--- src/rtl/cpu_pkg.sv ---
// Shared CPU definitions: opcode constants, default reset PC and fetch FSM states.
package cpu_pkg;

    localparam logic [5:0] OP_RTYPE = 6'b000000;
    localparam logic [5:0] OP_LW    = 6'b100011;
    localparam logic [5:0] OP_SW    = 6'b101011;
    localparam logic [5:0] OP_BEQ   = 6'b000100;
    localparam logic [5:0] OP_J     = 6'b000010;

    localparam logic [31:0] DEFAULT_RESET_PC = 32'h0000_0000;

    typedef enum logic [1:0] {
        StReset,
        StFetch,
        StHold
    } fetch_state_e;

endpackage

--- src/rtl/instr_fetch_unit_if.sv ---
// Instruction-memory read bus: one request at a time, ack carries the read data.
interface instr_fetch_unit_if;

    logic        imem_req;
    logic [31:0] imem_addr;
    logic        imem_ack;
    logic [31:0] imem_rdata;

    modport master (
        output imem_req,
        output imem_addr,
        input  imem_ack,
        input  imem_rdata
    );

    modport slave (
        input  imem_req,
        input  imem_addr,
        output imem_ack,
        output imem_rdata
    );

endinterface

--- src/rtl/pc_next_calc.sv ---
// Combinational next-PC selection for an accepted instruction: jump, taken branch or sequential.
module pc_next_calc (
    input  logic [31:0] pc,
    input  logic [31:0] instr,
    input  logic        Jump,
    input  logic        Branch,
    input  logic        Zero,
    output logic [31:0] next_pc
);

    logic [31:0] pc_plus4;
    logic [31:0] br_off;
    logic        unused_opcode;

    assign pc_plus4      = pc + 32'd4;
    assign br_off        = {{14{instr[15]}}, instr[15:0], 2'b00};
    // Opcode field is decoded by the control unit, not here.
    assign unused_opcode = ^instr[31:26];

    // Jump wins over branch; all sums wrap modulo 2^32.
    always_comb begin
        next_pc = pc_plus4;
        if (Jump) begin
            next_pc = {pc_plus4[31:28], instr[25:0], 2'b00};
        end else if (Branch && Zero) begin
            next_pc = pc_plus4 + br_off;
        end
    end

endmodule

--- src/rtl/instr_fetch_unit.sv ---
// Instruction fetch unit: fetches one word at a time and holds it until decode accepts it.
// Optional build macro IFU_DELAY_SLOT_EN enables a single architectural branch delay slot.
module instr_fetch_unit
    import cpu_pkg::*;
#(
    parameter logic [31:0] RESET_PC = DEFAULT_RESET_PC
) (
    input  logic                      clk,
    input  logic                      rst,
    instr_fetch_unit_if.master        imem,
    output logic [31:0]               Instr,
    output logic [5:0]                OP_Code,
    output logic                      instr_valid,
    input  logic                      instr_ready,
    input  logic                      Jump,
    input  logic                      Branch,
    input  logic                      Zero,
    output logic [31:0]               pc_out
);

    fetch_state_e state_q, state_d;
    logic [31:0]  pc_q, pc_d;
    logic [31:0]  instr_q, instr_d;
    logic [31:0]  pc_out_q, pc_out_d;
    logic [31:0]  next_pc;

`ifdef IFU_DELAY_SLOT_EN
    logic         pending_q, pending_d;
    logic [31:0]  target_q, target_d;
    logic         taken;
    logic [31:0]  seq_pc;

    assign taken  = Jump | (Branch & Zero);
    assign seq_pc = pc_out_q + 32'd4;
`endif

    pc_next_calc u_pc_next_calc (
        .pc      (pc_out_q),
        .instr   (instr_q),
        .Jump    (Jump),
        .Branch  (Branch),
        .Zero    (Zero),
        .next_pc (next_pc)
    );

    assign imem.imem_addr = pc_q;
    assign Instr          = instr_q;
    assign OP_Code        = instr_q[31:26];
    assign pc_out         = pc_out_q;

    // Next-state logic: request in FETCH, present instruction in HOLD, redirect on accept.
    always_comb begin
        state_d          = state_q;
        pc_d             = pc_q;
        instr_d          = instr_q;
        pc_out_d         = pc_out_q;
        imem.imem_req    = 1'b0;
        instr_valid      = 1'b0;
`ifdef IFU_DELAY_SLOT_EN
        pending_d        = pending_q;
        target_d         = target_q;
`endif
        unique case (state_q)
            StReset: begin
                state_d = StFetch;
            end
            StFetch: begin
                imem.imem_req = 1'b1;
                if (imem.imem_ack) begin
                    instr_d  = imem.imem_rdata;
                    pc_out_d = pc_q;
                    state_d  = StHold;
                end
            end
            StHold: begin
                instr_valid = 1'b1;
                if (instr_ready) begin
                    state_d = StFetch;
`ifdef IFU_DELAY_SLOT_EN
                    // Slot instruction consumed: go to the saved target, ignore its own redirect.
                    if (pending_q) begin
                        pc_d      = target_q;
                        pending_d = 1'b0;
                    end else if (taken) begin
                        target_d  = next_pc;
                        pending_d = 1'b1;
                        pc_d      = seq_pc;
                    end else begin
                        pc_d      = next_pc;
                    end
`else
                    pc_d = next_pc;
`endif
                end
            end
            default: begin
                state_d = StReset;
            end
        endcase
    end

    // State registers; reset drops any outstanding request at once.
    always_ff @(posedge clk or posedge rst) begin
        if (rst) begin
            state_q   <= StReset;
            pc_q      <= {RESET_PC[31:2], 2'b00};
            instr_q   <= 32'h0;
            pc_out_q  <= {RESET_PC[31:2], 2'b00};
`ifdef IFU_DELAY_SLOT_EN
            pending_q <= 1'b0;
            target_q  <= 32'h0;
`endif
        end else begin
            state_q   <= state_d;
            pc_q      <= {pc_d[31:2], 2'b00};
            instr_q   <= instr_d;
            pc_out_q  <= pc_out_d;
`ifdef IFU_DELAY_SLOT_EN
            pending_q <= pending_d;
            target_q  <= target_d;
`endif
        end
    end

endmodule
--- src/flat_wrapper.sv ---
// flat-port wrapper written by rule: the top's interface ports become plain ports
module instr_fetch_unit_flat import cpu_pkg::*;
#(
    parameter logic [31:0] RESET_PC = DEFAULT_RESET_PC
)
  (clk, rst, Instr, OP_Code, instr_valid, instr_ready, Jump, Branch, Zero, pc_out, imem_imem_req, imem_imem_addr, imem_imem_ack, imem_imem_rdata);
  instr_fetch_unit_if imem_i ();
  input  logic clk;
  input  logic rst;
  output logic [31:0] Instr;
  output logic [5:0] OP_Code;
  output logic instr_valid;
  input  logic instr_ready;
  input  logic Jump;
  input  logic Branch;
  input  logic Zero;
  output logic [31:0] pc_out;
  output wire logic [$bits(imem_i.imem_req)-1:0] imem_imem_req;
  output wire logic [$bits(imem_i.imem_addr)-1:0] imem_imem_addr;
  input wire logic [$bits(imem_i.imem_ack)-1:0] imem_imem_ack;
  input wire logic [$bits(imem_i.imem_rdata)-1:0] imem_imem_rdata;
  assign imem_imem_req = imem_i.imem_req;
  assign imem_imem_addr = imem_i.imem_addr;
  assign imem_i.imem_ack = imem_imem_ack;
  assign imem_i.imem_rdata = imem_imem_rdata;
  instr_fetch_unit #(.RESET_PC(RESET_PC)) u_core (.clk(clk), .rst(rst), .imem(imem_i), .Instr(Instr), .OP_Code(OP_Code), .instr_valid(instr_valid), .instr_ready(instr_ready), .Jump(Jump), .Branch(Branch), .Zero(Zero), .pc_out(pc_out));
endmodule
--- config.mk ---
export PLATFORM = sky130hd
export DESIGN_NAME = instr_fetch_unit_flat
export DESIGN_NICKNAME = d
export VERILOG_FILES = /design/src/rtl/cpu_pkg.sv /design/src/rtl/instr_fetch_unit_if.sv /design/src/rtl/pc_next_calc.sv /design/src/rtl/instr_fetch_unit.sv /design/src/flat_wrapper.sv
export SDC_FILE = /design/constraint.sdc
export NUM_CORES = 1
export LEC_CHECK = 0
export ABC_AREA = 1
export CAP_MARGIN = 20
export CORE_ASPECT_RATIO = 0.8
export CORE_MARGIN = 2
export CORE_UTILIZATION = 60
export CTS_CLUSTER_SIZE = 30
export DETAILED_ROUTE_END_ITERATION = 7
export DONT_BUFFER_PORTS = 1
export PLACE_DENSITY = 0.75
export SKIP_CTS_REPAIR_TIMING = 1
export SKIP_LAST_GASP = 1
export SYNTH_ARGS = -nofsm -noshare
export SYNTH_HDL_FRONTEND = slang
export SYNTH_SLANG_ARGS = --single-unit
--- constraint.sdc ---
create_clock -name clk -period 4.8 [get_ports clk]
set_clock_uncertainty 0.05 [all_clocks]
set_input_delay 0.96 -clock clk [delete_from_list [all_inputs] [get_ports clk]]
set_output_delay 0.96 -clock clk [all_outputs]
set_load 0.05 [all_outputs]
# Yosys cells after proc, flatten, opt, wreduce, memory -nomap -nowiden
# Cells that the tools add are included.
[totals]
ff_bits = 94
output_inout_bits = 104
wordCells = 22
[classes]
add_sub_neg = 2
eq_ne = 4
mux = 7
n_reduce_logical = 5
[op_table]
columns = ["cell", "n"]
rows = [
  ["32-bit 2-to-1 mux", 2],
  ["32-bit by 3-bit adder with 32-bit output, second input constant", 1],
  ["32-bit adder", 1],
  ["2-bit one-hot mux with 3 select lines", 1],
  ["2-bit AND reduction", 3],
  ["2-bit 2-to-1 mux", 2],
  ["2-bit inequality test, second input constant", 2],
  ["2-bit by 1-bit == test with 1-bit output, second input constant", 1],
  ["2-bit == test, second input constant", 1],
  ["2-bit logical NOT", 1],
  ["1-bit 2-to-1 mux", 2],
  ["1-bit logical AND", 1],
]

# Logic depth before layout (Yosys ltp)
# Gate-level depths: netlist of the first run.
[depth]
ltp_word = 4
ltp_mapped = 25

# Cells and area by module
# A second synthesis of the first run with hierarchy kept.
[unflattened]
hier_cells = 1207
area_unflattened_um2 = 7761.2
[by_module_without_submodules]
columns = ["module", "instances", "cells_per_inst", "area_per_inst_um2", "seq_area_each_um2"]
rows = [
  ["instr_fetch_unit", 1, 434, 4043.9, 2352.3],
  ["pc_next_calc", 1, 773, 3717.3, 0.0],
]

# Least setup slack after synthesis of the first run
# Ideal clock, no wire load.
[synth_path]
path_kind = "register -> register"
startpoint = "register u_core.pc_out_q[2], in the netlist u_core.pc_out[2]"
endpoint = "register u_core.pc_q[29], in the netlist u_core.imem.imem_addr[29]"
arrival_ns = 2.992
required_ns = 4.632
slack_ns = 1.640
path_stages_with_launch = 20
period_less_slack_ns = 3.160
cell_sequence = "dfrtp_1 ha_1 nand3_1 nor2_2 nand2_1 nor2_1 nand3_1 and2_1 ha_1 nand2_1 nor2_1 nand2_1 nor4_1 nand2_1 nand2_1 nand2_1 nand3_1 nand2_1 nand2_1 nand2_1"
[synth_between]
elab_chain_cells = 4
[synth_rtl]
columns = ["item", "line", "rtl"]
rows = [
  ["from (decl)", "instr_fetch_unit.sv:24", "logic [31:0] pc_out_q, pc_out_d;"],
  ["from (signal assigned)", "instr_fetch_unit.sv:108", "pc_out_q <= {RESET_PC[31:2], 2'b00};"],
  ["from (signal assigned)", "instr_fetch_unit.sv:117", "pc_out_q <= pc_out_d;"],
  ["32-bit by 3-bit adder with 32-bit output (*)", "pc_next_calc.sv:15", "assign pc_plus4 = pc + 32'd4;"],
  ["32-bit adder", "pc_next_calc.sv:26", "next_pc = pc_plus4 + br_off;"],
  ["32-bit 2-to-1 mux", "pc_next_calc.sv:25", "end else if (Branch && Zero) begin"],
  ["32-bit 2-to-1 mux (*)", "pc_next_calc.sv:23", "if (Jump) begin"],
  ["to (signal assigned)", "instr_fetch_unit.sv:106", "pc_q <= {RESET_PC[31:2], 2'b00};"],
  ["to (signal assigned)", "instr_fetch_unit.sv:115", "pc_q <= {pc_d[31:2], 2'b00};"],
  ["to (decl)", "instr_fetch_unit.sv:22", "logic [31:0] pc_q, pc_d;"],
]
# Mark *: on every way between the ends. The rest lies on a longest branch, timed or not.
# A chain may end at the register's enable or synchronous reset.

# Worst setup path in the final report of the first run
# Same ends and word-level chain as after synthesis.

==> run summary, run 1 <==
The number of top-level pins is 143, and the insertion delay of the later-clocked pin in the worst-skew pair is 0.36 ns. For this configuration, the core starts out at a cell density of 60.7%. The detail-routed via count per cell came out at 5.62. Summing every instance area after synthesis gives 7300 um2.

The worst setup path is of the reg -> reg kind. At the worst endpoint, the required time is 5.00 ns. Setup violations remaining at the end of the flow were counted as 0.

Number of buffer cells added on primary ports: 0. At the worst endpoint, the arrival time is 3.89 ns. In this run the worst hold path is classified as reg -> reg. The number of global-route vias before repair was 6275.

For this run, the post-layout net count is 1153. The die is 127 um wide. The worst register-to-register path has a depth of 19. Synthesis inferred 94 register bits. After filler insertion, the fill cell instance count of the layout stands at 1117. Among cell families on the critical path, the largest total delay comes from simple AND/OR/NAND/NOR gates. The run gives 0 as the total number of yosys warnings.

The most numerous cell type found on the critical path is sky130_fd_sc_hd__nand2_1. The run gives 0 as the max-slew violation count. The run gives 16.3 mm as the detailed-placement wirelength estimate. From synthesis to final layout, the design area changed by 5.19%.

Multi-input combinational cell area: 4210 um2. Summed over its instances, the top area cell type makes up 32.2% of the synthesized netlist area. The logs give 1089 for the synthesized instance count and 36 for the standard-cell row count. The cell count along the critical path was 19. Setup repair after global routing left no endpoint under its margin.

0 antenna diodes ended up in the layout. sky130_fd_sc_hd__dfrtp_1 takes more of the synthesized area than any other cell. The kind of start point of the critical path was a register.

Among all flip-flop cells after synthesis, the most frequent one is sky130_fd_sc_hd__dfrtp_1. In the final routed layout, each cell accounts on average for 17.2 um. For the hold violation total from the final report, the log shows 0. Of all flip-flops after synthesis, the portion carrying an async set or reset was 100%.

The critical path goes through ha_1 > nand3_1 > nor2_2 > nand2_1 > nor2_1 > nand3_1 > and2_1 > ha_1 > nand2_1 > nor2_1 > nand2_1 > nor4_1 > nand2_1 > nand2_1 > nand2_1 > nand3_1 > nand2_1 > nand2_1 > nand2_1. Headroom to the max-slew limit came out at 30.6%. The CTS buffer count is 9.

Total negative slack: 0 ns. The standard cell with the maximum stage delay on the critical path is sky130_fd_sc_hd__dfrtp_1. The count of nets left with antenna violations once routing finished came out at 0.

For the largest buffer count on any clock path, the log shows 2. Summing the sequential cell areas from Yosys gives 32.2% of the chip area. The clock transition at the register clock pins on the worst setup and hold paths after CTS was 0.08 ns; the number of antenna violations at the first check in global routing was 1. The die footprint was 13100 um2; the total track usage was 33.2%. The logs give 91 for the largest net degree at the start of global routing and 0 for the residual overflow from global routing. The number of remaining DRC errors came out at 0. The average cell area after synthesis is 6.70 um2, and the combined buffer and inverter count along the critical path is 0. The region available for standard cell placement spans 12000 um2.

CTS saw 94 sinks. Root buffer cell: sky130_fd_sc_hd__clkbuf_16. At the end of routability-driven placement, the weighted congestion stood at 1.02. The commonest cells after synthesis are sky130_fd_sc_hd__nand2_1 (360), sky130_fd_sc_hd__inv_1 (150), sky130_fd_sc_hd__nor2_1 (121), sky130_fd_sc_hd__dfrtp_1 (94), sky130_fd_sc_hd__nand3_1 (84). On the worst path, the slowest cell contributes a delay of 0.75 ns. Of the available clock period, the critical path in the final layout requires 76.9%. Summed over all layers, the routed wires come to 21.2 mm. Counting I/O delays and the setup requirement, the final critical path takes 3.69 ns.

In the post-synthesis netlist, the cell with the most instances is sky130_fd_sc_hd__nand2_1. The logs give 0 for the count of max-cap constraint violations and 271 MHz for the upper clock frequency limit. The flow ran to the end, and the final reports show no timing, DRC or antenna violations. The worst hold path depth is 1.

The count of flip-flops with a built-in enable after synthesis is 0. TritonCTS built the clock tree. Counting distinct cell types in the post-synthesis netlist gives 47.

The run gives 2350 um2 as the combined flip-flop and latch cell area. The floorplan step set the die height to 103 um. The logs give 33.4 mm for the global-route wire length before repair and 6925 for the total via count after detailed routing.

The count of routing violations after the opening detailed-route iteration came out at 679. The first detailed-routing pass ran for 6 iterations. The maximum fanout encountered on the critical timing path is 7. Sorting the synthesized cells by area gives the leading types as sky130_fd_sc_hd__dfrtp_1 (32%), sky130_fd_sc_hd__nand2_1 (19%), sky130_fd_sc_hd__inv_1 (7.7%).

The run gives 0.438 ns as the worst hold margin. The layout cell share with drive strength beyond 1 works out to 7.31%. The H-tree generated during clock tree synthesis spans 3 levels.

Slew at the pin closest to its max-slew limit: 1.04 ns. STA classifies the critical path endpoint as a register.
[stage by stage]
stage,instances,instance area [um2],utilization (%),setup WS [ns]
after detailed placement,1217,7390,61.4,1.16
after global placement,1217,7390,61.4,1.19
after floorplan,1092,7310,-,1.34
after CTS,1233,7680,63.8,1.14
final,1233,7680,63.8,1.11
after global routing,1233,7680,63.8,0.777
[final cells by class]
cell class / instances / area share [%]
multi-input combinational: 811 / 54.8
sequential: 94 / 30.6
inverter: 152 / 7.46
clock buffer: 9 / 2.93
tap: 152 / 2.48
clock inverter: 7 / 0.880
timing repair buffer: 8 / 0.782
[cell usage in the layout (no fill, tap or decap), types with 2 or more instances in the layout]
cell type,instances
sky130_fd_sc_hd__a22oi_1,3
sky130_fd_sc_hd__or2_2,5
sky130_fd_sc_hd__dfrtp_1,94
sky130_fd_sc_hd__nor2_1,121
sky130_fd_sc_hd__buf_4,8
sky130_fd_sc_hd__nor3b_1,2
sky130_fd_sc_hd__nor3_1,8
sky130_fd_sc_hd__xor2_1,14
sky130_fd_sc_hd__nand4_1,10
sky130_fd_sc_hd__xnor2_1,4
sky130_fd_sc_hd__ha_1,37
sky130_fd_sc_hd__nor2_2,2
sky130_fd_sc_hd__inv_1,149
sky130_fd_sc_hd__o22ai_1,4
sky130_fd_sc_hd__a21oi_1,46
sky130_fd_sc_hd__o21ai_0,33
sky130_fd_sc_hd__conb_1,4
sky130_fd_sc_hd__nand3b_1,4
sky130_fd_sc_hd__a21o_1,2
sky130_fd_sc_hd__clkbuf_16,9
sky130_fd_sc_hd__nand2_1,359
sky130_fd_sc_hd__o211ai_1,5
sky130_fd_sc_hd__mux2_2,35
sky130_fd_sc_hd__or2_0,2
sky130_fd_sc_hd__o21bai_1,5
sky130_fd_sc_hd__and2_1,6
sky130_fd_sc_hd__nand2_4,2
sky130_fd_sc_hd__nand3_1,84
sky130_fd_sc_hd__inv_6,2
sky130_fd_sc_hd__clkinv_4,2
[metal layers]
metal  share of wire, %  global-route usage, %  wire length [um]  vias to the layer above
met5              0.061                      0                13                        -
met2                 40                   45.5              8440                      321
li1                   -                      -                 -                     3395
met4                1.6                   8.11               335                        2
met1                 47                   51.5             10000                     3178
met3                 11                   9.39              2370                       29
[worst paths after layout]
path                              startpoint                        end  slack (ns)
hold / removal             u_core.state_q[1]          u_core.state_q[0]        0.44
min in group asynchronous                rst           u_core.Instr[28]        0.56
hold reg to reg            u_core.state_q[1]          u_core.state_q[0]        0.44
setup / recovery            u_core.pc_out[2]  u_core.imem.imem_addr[29]        1.11
max in group asynchronous                rst  u_core.imem.imem_addr[27]        3.20
setup reg to reg            u_core.pc_out[2]  u_core.imem.imem_addr[29]        1.11
[worst register-to-register path: cells and delay by family (launching register included)]
kind / cells / cell delay (ns)
AND/OR/NAND/NOR: 17 / 2.14
adder cells (fa/ha/maj): 2 / 0.65
flip-flops: 1 / 0.75
[kinds of logic after synthesis]
| family | after synthesis | synth area share (%) |
|---|---|---|
| adders and majority gates | 38 | 6.62 |
| other | 1 | 0.0514 |
| and+or+nand+nor | 613 | 35.3 |
| xor gates and xnor gates | 19 | 2.38 |
| muxes | 35 | 5.40 |
| DFF | 94 | 32.2 |
| AOI/OAI and AO/OA | 102 | 7.71 |
| buffers and inverters | 187 | 10.4 |
[flip-flops by register name, indices dropped and copies added (netlist names)]
name                   cells
u_core.Instr              32
u_core.imem.imem_addr     30
u_core.pc_out             30
u_core.state_q             2
Power of run 1 is not shown: default switching activity piles up to over one toggle a cycle in this logic, so the estimate is an artifact.
==> inputs of run 2 (changes only) <==
==> constraint.sdc (replaced) <==
create_clock -name clk -period 3.4 [get_ports clk]
set_clock_uncertainty 0.05 [all_clocks]
set_input_delay 0.68 -clock clk [delete_from_list [all_inputs] [get_ports clk]]
set_output_delay 0.68 -clock clk [all_outputs]
set_load 0.05 [all_outputs]
==> run 2 against run 1 <==
  * Utilization rose by 2.6 points
  * Global-route usage rose by 0.70 points
  * Die area unchanged
  * Routed wire length rose by 1.7%
  * Critical path depth fell by 5
  * Register-to-register slack worse by 0.90 ns
  * Hold slack got worse by 0.25 ns
  * Fmax increased by 16%
==> run summary, run 2 (synthesis gave the netlist of run 1 again) <==
The flow ran to the end, and the final reports show no timing, DRC or antenna violations. The clock net in this run drives a total of 94 sinks. Count of nets after finishing: 1189. The final period demand of the worst path was 3.19 ns; the slew at the pin closest to its max-slew limit was 0.895 ns. After layout, the worst path uses 93.8% of the clock period.

The number of global-route vias before repair came out at 6331. Adding up every negative setup slack in the final design gives 0 ns. Entering global routing, the biggest net connects 84 pins. The max-slew violation count is 0.

Traced cell by cell, the critical path runs through nand2_1 > nor3_4 > xor2_1 > inv_1 > ha_1 > a21oi_1 > nor2_1 > nor2_1 > nand3_1 > or2_2 > nand3_1 > nand3_1 > nand2_1 > o21ai_0. The total track usage was 33.9%. The run gives 16.7 mm as the detailed-placement wirelength estimate. The final estimated routing congestion in global placement came out at 0.998. The top cell types in the final layout, fill and taps aside, are sky130_fd_sc_hd__nand2_1 (358), sky130_fd_sc_hd__inv_1 (149), sky130_fd_sc_hd__nor2_1 (119), sky130_fd_sc_hd__dfrtp_1 (92), sky130_fd_sc_hd__nand3_1 (83). The critical path is of the reg -> reg type. The cell sitting at the root of the clock tree is a sky130_fd_sc_hd__clkbuf_16.

After global routing the overflow that remains totals 0. During placement, the flow inserted port buffers numbering 0. The total via count after detailed routing was 7164. The flip-flop count of the largest register, all copies and words added is 32, and the clock transition at the register clock pins on the worst setup and hold paths after CTS is 0.07 ns. The repair_antennas step left the layout with diodes totalling 0.

Setup violations remaining at the end of the flow were counted as 0. The post-layout utilization of the core was 66.5%. The count of cells in the finished layout, fillers not included, comes to 1269. Using the TritonRoute via totals, the vias-per-cell ratio works out to 5.65. Most frequent cell on the critical path: sky130_fd_sc_hd__nand3_1. The leading cell type in the layout, fill and taps excluded is sky130_fd_sc_hd__nand2_1. The number of antenna violations at the first check in global routing came out at 1. The die covers 13100 um2. Across all hold checks on the routed design, the worst slack comes to 0.188 ns. For this run, the slowest stage of the critical path takes 0.42 ns. STA puts the critical path data required time at 3.56 ns.

The clock tree synthesis step divided the H-tree into 3 levels. Max-cap violations in this run came to 0. Total wire length: 21.6 mm. The global-route wire length before repair is 33.9 mm, and the routed length per placed instance is 17.0 um. Measured against its own limit, the worst slew margin works out to 40.3%. The logs give 0.36 ns for the insertion delay of the later-clocked pin in the worst-skew pair and 2 for the largest buffer count on any clock path. TritonCTS built the clock tree.

Setup repair after global routing could not meet its margin everywhere. In this run the worst path has a maximum fanout of 5. The total area inside the core boundary comes to 12000 um2. The hold violation total from the final report came out at 0. For the number of instances in the placed design, the log shows 1253. STA classifies the critical path endpoint as a register.

The number of top-level pins was 143. The layout cell share with drive strength beyond 1 is 11.0%. TritonCTS created 9 clock buffers. The largest individual stage delay along the critical path comes from the cell sky130_fd_sc_hd__dfrtp_1. The path type of the worst min-delay path was in -> async. The tools report the number of remaining DRC errors as 0. For this run, the detailed router's first-pass iteration total came to 5. The floorplan has 36 rows. The growth of design area from synthesis to finish is 9.55%, and the worst path arrival time is 3.35 ns. Effective utilization at floorplan: 60.7%. Based on the critical path, the design can be clocked at up to 314 MHz. The count of routing violations after the opening detailed-route iteration was 808. The die is 127 um wide.

The worst setup path is launched from a register. The number of nets with antenna violations after detailed routing was 0; the height of the die was 103 um.
-- run 2: critical path: cells and delay by family (launching register included) --
family / cells / cell delay [ns]
and+or+nand+nor: 9 / 1.43
xor gates and xnor gates: 1 / 0.25
AOI/OAI and AO/OA: 2 / 0.47
DFF: 1 / 0.42
buffers and inverters: 1 / 0.07
adders and majority gates: 1 / 0.35
-- run 2: final timing paths --
kind / startpoint / to / slack (ns) / cells after the start
max reg2reg: u_core.pc_out[6] / u_core.imem.imem_addr[12] / 0.21 / 14
min reg2reg: u_core.state_q[1] / u_core.state_q[0] / 0.46 / 1
max: u_core.pc_out[6] / u_core.imem.imem_addr[12] / 0.21 / 14
max in group asynchronous: rst / u_core.pc_out[2] / 2.35 / 2
min in group clk: imem_imem_ack / u_core.state_q[0] / 0.36 / 1
min: rst / u_core.imem.imem_addr[8] / 0.19 / 1
-- run 2: cell type report --
cell class	instances	area [um2]
Clock inverter	5	65.1
Inverter	152	573
Timing Repair Buffer	44	330
Fill cell	1104	4030
Sequential cell	94	2350
Multi-Input combinational cell	811	4250
Clock buffer	11	233
Tap cell	152	190
-- run 2: stage by stage --
stage,area [um2],worst slack (ns)
after floorplan,7310,0.221
after global placement,7660,0.367
after detailed placement,7660,0.293
after CTS,7950,0.213
after global routing,8000,0.00208
final,8000,0.210
-- run 2: metal layers --
layer / up-vias / GRT usage, % / part of all wire, % / wire length (um)
met2: 369 / 47.1 / 41 / 8770
met4: 2 / 9.13 / 1.5 / 319
li1: 3473 / - / - / -
met3: 31 / 10.6 / 12 / 2590
met5: - / 0 / 0.060 / 13
met1: 3289 / 51.1 / 46 / 9860
Power of run 2 is left out for the same reason.
